`config.mk`:
```
export PLATFORM = sky130hd
export DESIGN_NAME = rc5_block_encryptor
export DESIGN_NICKNAME = d
export VERILOG_FILES = /design/src/rtl/rc5_block_encryptor_pkg.sv /design/src/rtl/rc5_rotl.sv /design/src/rtl/rc5_block_encryptor.sv
export SDC_FILE = /design/constraint.sdc
export NUM_CORES = 1
export LEC_CHECK = 0
export ABC_AREA = 1
export CORE_MARGIN = 1
export CORE_UTILIZATION = 25
export DETAILED_ROUTE_END_ITERATION = 10
export GPL_ROUTABILITY_DRIVEN = 1
export PLACE_DENSITY_LB_ADDON = 0.12
export SYNTH_ARGS = -nofsm -noshare
export SYNTH_HDL_FRONTEND = slang
export SYNTH_SLANG_ARGS = --single-unit
```
`constraint.sdc`:
```
create_clock -name clk -period 6.1 [get_ports clk]
set_input_delay 0.915 -clock clk [delete_from_list [all_inputs] [get_ports clk]]
set_output_delay 0.915 -clock clk [all_outputs]
set_load 0.005 [all_outputs]
```
`src/rtl/rc5_block_encryptor_pkg.sv`:
```
// Shared RC5-32/12 constants, FSM encoding and block payload type.
// Used by the encryptor core and by the key-expansion stage.
package rc5_block_encryptor_pkg;

    localparam int unsigned W        = 32;
    localparam int unsigned R        = 12;
    localparam int unsigned T        = 2 * (R + 1);
    localparam int unsigned T_LENGTH = $clog2(T);
    localparam int unsigned W_BITS   = $clog2(W);

    // Magic constants of the key schedule (Pw, Qw for w=32).
    localparam logic [W-1:0] P_W = 32'hB7E15163;
    localparam logic [W-1:0] Q_W = 32'h9E3779B9;

    typedef enum logic [1:0] {
        IDLE  = 2'd0,
        FETCH = 2'd1,
        RUN   = 2'd2,
        DONE  = 2'd3
    } state_t;

    typedef struct packed {
        logic [W-1:0] a;
        logic [W-1:0] b;
    } block_t;

endpackage

```
`src/rtl/rc5_rotl.sv`:
```
// Combinational variable rotate-left.
// Ports: iData (W) value to rotate, iAmount (log2 W) rotate distance, oData (W) result.
// An amount of 0 returns iData unchanged.
module rc5_rotl #(
    parameter int unsigned W  = 32,
    parameter int unsigned AW = $clog2(W)
) (
    input  logic [W-1:0]  iData,
    input  logic [AW-1:0] iAmount,
    output logic [W-1:0]  oData
);

    // Shifting the doubled word left leaves the rotated value in the upper half.
    logic [2*W-1:0] w_dbl;

    assign w_dbl = {iData, iData} << iAmount;
    assign oData = w_dbl[2*W-1:W];

endmodule

```
`src/rtl/rc5_block_encryptor.sv`:
```
// RC5-32/12 iterative encryption core. Streams S[0..T-1] from an external
// synchronous-read S RAM (one word per clock) and encrypts one (A,B) block per request.
// Ports:
//   clk, rst            clock, synchronous active-low reset
//   iKeyReady           S table valid (key expansion finished)
//   iValid/oReady       plaintext handshake; oReady is combinational
//   iPlainA/iPlainB     plaintext words
//   oS_address          registered S RAM read address
//   iS_sub_i            S RAM read data, one cycle after oS_address
//   oValid/iReady       ciphertext handshake; oValid held until taken
//   oCipherA/oCipherB   ciphertext words
module rc5_block_encryptor
    import rc5_block_encryptor_pkg::*;
(
    input  logic                clk,
    input  logic                rst,
    input  logic                iKeyReady,
    input  logic                iValid,
    input  logic [W-1:0]        iPlainA,
    input  logic [W-1:0]        iPlainB,
    output logic                oReady,
    output logic [T_LENGTH-1:0] oS_address,
    input  logic [W-1:0]        iS_sub_i,
    output logic                oValid,
    input  logic                iReady,
    output logic [W-1:0]        oCipherA,
    output logic [W-1:0]        oCipherB
);

    state_t              r_state, w_state_nxt;
    logic [W-1:0]        r_a, w_a_nxt;
    logic [W-1:0]        r_b, w_b_nxt;
    logic [T_LENGTH-1:0] r_idx, w_idx_nxt;
    logic [T_LENGTH-1:0] r_addr, w_addr_nxt;
    logic                r_valid, w_valid_nxt;
    logic [W-1:0]        r_ca, w_ca_nxt;
    logic [W-1:0]        r_cb, w_cb_nxt;

    logic                w_ready;
    logic [W-1:0]        w_rot_a;
    logic [W-1:0]        w_rot_b;
    logic [W-1:0]        w_a_step;
    logic [W-1:0]        w_b_step;
    logic [T_LENGTH-1:0] w_addr_run;

    assign w_ready = (r_state == IDLE) && iKeyReady;

    // Half-round datapaths; the B half sees A already updated by the previous cycle.
    rc5_rotl #(.W(W)) u_rotl_a (
        .iData   (r_a ^ r_b),
        .iAmount (r_b[W_BITS-1:0]),
        .oData   (w_rot_a)
    );

    rc5_rotl #(.W(W)) u_rotl_b (
        .iData   (r_b ^ r_a),
        .iAmount (r_a[W_BITS-1:0]),
        .oData   (w_rot_b)
    );

    assign w_a_step = w_rot_a + iS_sub_i;
    assign w_b_step = w_rot_b + iS_sub_i;

    // Prefetch two ahead of the word being consumed, saturating at the last entry.
    assign w_addr_run = (r_idx >= T_LENGTH'(T - 2)) ? T_LENGTH'(T - 1)
                                                    : r_idx + T_LENGTH'(2);

    // Next-state and datapath update.
    always_comb begin
        w_state_nxt = r_state;
        w_a_nxt     = r_a;
        w_b_nxt     = r_b;
        w_idx_nxt   = r_idx;
        w_addr_nxt  = r_addr;
        w_valid_nxt = r_valid;
        w_ca_nxt    = r_ca;
        w_cb_nxt    = r_cb;

        case (r_state)
            IDLE: begin
                if (iValid && w_ready) begin
                    w_a_nxt     = iPlainA;
                    w_b_nxt     = iPlainB;
                    w_addr_nxt  = T_LENGTH'(0);
                    w_idx_nxt   = T_LENGTH'(0);
                    w_state_nxt = FETCH;
                end
            end
            FETCH: begin
                w_addr_nxt  = T_LENGTH'(1);
                w_state_nxt = RUN;
            end
            RUN: begin
                w_addr_nxt = w_addr_run;
                if (r_idx == T_LENGTH'(0)) begin
                    w_a_nxt = r_a + iS_sub_i;
                end else if (r_idx == T_LENGTH'(1)) begin
                    w_b_nxt = r_b + iS_sub_i;
                end else if (!r_idx[0]) begin
                    w_a_nxt = w_a_step;
                end else begin
                    w_b_nxt = w_b_step;
                end
                // T-1 is odd, so the last word always finishes the B half.
                if (r_idx == T_LENGTH'(T - 1)) begin
                    w_ca_nxt    = r_a;
                    w_cb_nxt    = w_b_step;
                    w_valid_nxt = 1'b1;
                    w_state_nxt = DONE;
                end else begin
                    w_idx_nxt = r_idx + T_LENGTH'(1);
                end
            end
            DONE: begin
                if (iReady) begin
                    w_valid_nxt = 1'b0;
                    w_state_nxt = IDLE;
                end
            end
            default: begin
                w_state_nxt = IDLE;
            end
        endcase
    end

    // State and datapath registers.
    always_ff @(posedge clk) begin
        if (!rst) begin
            r_state <= IDLE;
            r_a     <= '0;
            r_b     <= '0;
            r_idx   <= '0;
            r_addr  <= '0;
            r_valid <= 1'b0;
            r_ca    <= '0;
            r_cb    <= '0;
        end else begin
            r_state <= w_state_nxt;
            r_a     <= w_a_nxt;
            r_b     <= w_b_nxt;
            r_idx   <= w_idx_nxt;
            r_addr  <= w_addr_nxt;
            r_valid <= w_valid_nxt;
            r_ca    <= w_ca_nxt;
            r_cb    <= w_cb_nxt;
        end
    end

    assign oReady     = w_ready;
    assign oS_address = r_addr;
    assign oValid     = r_valid;
    assign oCipherA   = r_ca;
    assign oCipherB   = r_cb;

endmodule

```
After elaboration in Yosys (flattened, before gate mapping) --
Cells that the tools add are included.
Storage, ports and cells: flip-flop bits (word level) 141, latch bits 0, RAM bits 0, memory bits (read-only) 0, bits of input ports 101, output and inout bits 71, logic and storage cells 67, memories kept 0
Operators by class: $add $sub $neg 6, $mul 0, divide/modulo/power cells 0, magnitude comparators 1, equality and inequality tests 13, shifts and indexed selects 2, mux-type cells 22, bitwise gates (word level) 1, reduce and logical (&&, ||, !) cells 14
Operators with widths (number):
- two-way mux 32 bit | 8
- adder 32 bit | 4
- case mux 32 bit (2 select lines) | 2
- << shifter 64 x 5 -> 64 bit | 2
- bitwise XOR 32 bit | 1
- two-way mux 5 bit | 3
- case mux 5 bit (3 select lines) | 1
- case mux 5 bit (2 select lines) | 1
- inequality test 3 bit (second input constant) | 3
- AND reduction 3 bit | 3
- inequality test 2 bit (second input constant) | 4
- case mux 2 bit (4 select lines) | 1
- AND reduction 4 bit | 2
- two-way mux 2 bit | 3
- adder 5 x 1 -> 5 bit (second input constant) | 1
- adder 5 x 2 -> 5 bit (second input constant) | 1
- == test 5 x 1 -> 1 bit (second input constant) | 1
- == test 5 bit (second input constant) | 1
- greater-or-equal comparator 5 bit (second input constant) | 1
- logical NOT 5 bit | 1
- == test 2 bit (second input constant) | 2
- AND reduction 2 bit | 2
- nonzero test 2 bit | 2
- nonzero test 3 bit | 1
- other kinds (6) | 8

Depth between registers and ports, before layout --
depth in word-level cells 7, gate-level depth with buffers 31, depth with buffers taken out 31

By module --
A second synthesis with hierarchy kept.
Unflattened totals: cells, all modules 3089, area, all modules 18788.0 µm²
Modules (own cells, without submodules):
- rc5_block_encryptor | times used 1, cells an instance 2305, area each 13620.6 µm², seq. area each 2822.7 µm²
- rc5_rotl | times used 2, cells an instance 392, area each 2583.7 µm², seq. area each 0.0 µm²

Least setup slack after synthesis --
Ideal clock, no wire load.
path kind register to register, start reg r_a[0], end reg r_b[22], library setup time 0.070 ns, arrival 3.304 ns, data required time 6.030 ns, setup slack 2.726 ns, stages on the path, launching flop included 24, path buffers 3, clock period less this slack 3.374 ns, cells stage by stage dfxtp_1 > buf_4 > buf_6 > buf_2 > o21ai_0 > mux2i_1 > mux2i_1 > inv_1 > nand2_1 > o21ai_0 > o21ai_0 > ha_1 > inv_1 > fa_1 > o21ai_2 > a21oi_4 > o21ai_4 > nand2_2 > nand2_2 > a21oi_2 > or2_1 > nand3_1 > nand3_1 > a21oi_1
On the way: word-level cells in the longest chain between the ends 7
RTL lines:
- start: declaration | line rc5_block_encryptor.sv:31 | logic [W-1:0] r_a, w_a_nxt;
- start signal: assignment | line rc5_block_encryptor.sv:139 | r_a <= w_a_nxt;
- bitwise XOR 32 bit | line rc5_block_encryptor.sv:56 | .iData (r_b ^ r_a),
- << shifter 64 x 5 -> 64 bit (*) | line rc5_rotl.sv:16 | assign w_dbl = {iData, iData} << iAmount;
- adder 32 bit (*) | line rc5_block_encryptor.sv:62 | assign w_b_step = w_rot_b + iS_sub_i;
- two-way mux 32 bit (*) | line rc5_block_encryptor.sv:99 | end else if (!r_idx[0]) begin
- two-way mux 32 bit (*) | line rc5_block_encryptor.sv:97 | end else if (r_idx == T_LENGTH'(1)) begin
- two-way mux 32 bit (*) | line rc5_block_encryptor.sv:95 | if (r_idx == T_LENGTH'(0)) begin
- case mux 32 bit (2 select lines) (*) | line rc5_block_encryptor.sv:79 | case (r_state)
- end signal: assignment | line rc5_block_encryptor.sv:140 | r_b <= w_b_nxt;
- end: declaration | line rc5_block_encryptor.sv:32 | logic [W-1:0] r_b, w_b_nxt;
Every way passes the cells marked *; elsewhere a longest branch is shown, timed or not. The select of a mux whose other input is x is not followed. A chain may end at the register's enable or synchronous reset.

Final worst setup path --
start reg r_a[0], end reg r_a[24]
On the way: word-level cells in the longest chain between the ends 7, elaborated cells between the ends (all ways) 8, those cells by class add/sub (2); shift (1); mux (4); bitwise (1)
RTL lines:
- bitwise XOR 32 bit | line rc5_block_encryptor.sv:50 | .iData (r_a ^ r_b),
- << shifter 64 x 5 -> 64 bit | line rc5_rotl.sv:16
- adder 32 bit | line rc5_block_encryptor.sv:61 | assign w_a_step = w_rot_a + iS_sub_i;
- two-way mux 32 bit | line rc5_block_encryptor.sv:99
- two-way mux 32 bit | line rc5_block_encryptor.sv:97
- two-way mux 32 bit (*) | line rc5_block_encryptor.sv:95
- case mux 32 bit (2 select lines) (*) | line rc5_block_encryptor.sv:79
Marked as above.

==> metrics.csv <==
metric,value,unit
# rows,91,
Starting Density,25.5,%
Setup Viol. Count Final,0,
Vias/cell,5.25,
Die Wd,253,um
Cells after Synth,2676,
"Clk Latency, worst-skew pair",0.50,ns
via count,19000,
gpl congestion,1.00,
"Max FO, Critical Path",21,
GRT overflow,0,
crit path DAT,5.28,ns
maximum clock path buffer count,2,
most frequent cells in the layout,"nand2_1 (681), o21ai_0 (312), inv_1 (257), a21oi_1 (242), nand3_1 (222)",
layout cells sized above 1,4.29,%
CTS tree,yes,
worst hold path type,flip-flop to flip-flop,
placed insts,3580,
Layout Nets,2972,
1st-iter DRT viols,1764,
Max VDD drop,0.267,mV
post-DP HPWL,70.0,mm
Die Ht,253,um
startpoint types,flip-flop,
"Distinct cells, synth",53,
first-pass GRT wire length,121,mm
Syn Area/Cell,5.90,um2
sequential area share after synthesis,17.9,%
H-tree depth,4,
Non-Filler Instances,3612,
CTS root buf,clkbuf_16,
die footprint,64200,um2
# clock sinks,141,
core area,62100,um2
Total Neg Setup Slack,0,ns
post-synth design cell area,15800,um2
max-slew violations,0,
vias in the first global route,17400,
"Reg clk slew, reported paths",0.08,ns
status,completed,
power per cell area,645,nW/um2
"wirelength, routed",85.2,mm
Ys Warns,0,
share of flip-flops with an asynchronous set or reset,0,%
Lkg Pwr,0.00841,uW
Final Cycle Share,79.6,%
Synth Register Bits,141,
number of diodes,0,
fin crit period,4.86,ns
Total GRT Usage,26.3,%
buffer count from post-CTS setup fixing,0,
max cap viols,0,
"commonest non-fill, non-tap cell in the layout",nand2_1,
Slew HR,33.8,%
WP data required,6.52,ns
Crit. End Element,flip-flop,
final hold viol count,0,
"worst slack, placed",1.32,ns
IO Count,172,
Syn-to-layout area delta,18.8,%
hold_buf cts,0,
Setup WS post-layout,1.24,ns
unrepaired setup endpoints after global routing,false,
routed length per instance,23.6,um
Syn Nets,2886,
slew of the pin with the lowest slew margin,0.993,ns
antenna-violating nets left,0,
Critical Setup Path Class,flip-flop to flip-flop,
hold_ws,0.478,ns
DR pass1 iterations,5,
TritonCTS Buffers,17,
I/O Buffers,171,
"EDFF count, synth",0,
CTS resizes,0,
Most used DFF post-synth,dfxtp_1,
largest net degree at the start of global routing,76,
Worst Skew,0.0141,ns
DRC viols,0,
Max Clk Rate,206,MHz
initial antenna violation count,2,
-- synthesized netlist by cell type, drive strengths merged (29+ instances only) --
cell type / n / area, um2
ha: 106 / 1330
inv: 273 / 1030
o211ai: 52 / 390
a31oi: 30 / 188
a21oi: 251 / 1300
nand3: 226 / 1150
nor2: 187 / 709
xor2: 29 / 254
nand2: 693 / 2630
dfxtp: 141 / 2820
o21ai: 361 / 1860
clkbuf: 63 / 236
buf: 67 / 339
mux2i: 31 / 310
-- registers in the layout, summed over array words and instances, names as in the netlist --
name	count
r_b	32
oCipherA	32
oS_address	5
oValid	1
r_state	2
r_idx	5
r_a	32
oCipherB	32
-- layout make-up --
type	instances	area (um2)
Clock inverter	13	123
Clock buffer	19	453
Inverter	274	1030
Multi-Input combinational cell	2131	11400
Timing Repair Buffer	197	1900
Fill cell	7011	43300
Sequential cell	141	2820
Tap cell	837	1050
-- path summary, 6_finish.rpt --
check	from	endpoint	slack, ns	cells after the start
setup / recovery	r_a[0]	r_a[24]	1.24	24
hold / removal	oValid	oValid	0.48	2
setup reg to reg	r_a[0]	r_a[24]	1.24	24
hold reg to reg	oValid	oValid	0.48	2
-- layer usage --
layer	vias to the layer above	global-route usage, %	wire (um)
met3	86	3.02	4530
met1	8999	36.7	40100
met5	-	0	13
met2	677	42.1	38400
met4	2	7.60	2180
li1	9213	-	-
-- logic make-up after synthesis --
family	synth area share, %
AO/OA/AOI/OAI	27.1
XOR/XNOR	3.11
adder cells (fa/ha/maj)	8.78
buffers and inverters	10.2
flip-flops	17.9
multiplexers	1.96
AND/OR/NAND/NOR	31.1
-- critical path, cell delays in order, from the launching register on --
cell and delay, ns:
dfxtp_1 0.71, inv_1 0.50, nand2_1 0.26, o21ai_1 0.13
o21ai_1 0.20, nand2_1 0.07, o21ai_1 0.12, nor2_1 0.06
a31oi_1 0.21, nand2_1 0.07, nand3_1 0.07, o21ai_0 0.09
inv_1 0.08, ha_1 0.17, inv_1 0.06, fa_1 0.37
inv_1 0.11, nand2_1 0.07, o21ai_0 0.48, nand3_1 0.15
nand3_1 0.20, a21o_1 0.15, xor2_1 0.18, o21ai_0 0.10
a21oi_1 0.14
-- power by group --
group	total, uW	internal (uW)	leakage (uW)	switching [uW]
registers	1400	1090	0.00115	311
logic	9610	2800	0.00698	6810
clock network	1090	556	0.000279	531
-- metrics by stage --
| stage | utilization [%] | cell area (um2) | power (uW) |
|---|---|---|---|
| finish | 30.2 | 18800 | 12100 |
| global placement | 29.3 | 18200 | 10900 |
| detailed placement | 29.3 | 18200 | 10900 |
| floorplan | - | 15800 | 7530 |
| global route | 30.2 | 18800 | 13100 |
| CTS | 30.2 | 18800 | 12000 |
No activity file was read; power rests on OpenSTA's default activity.
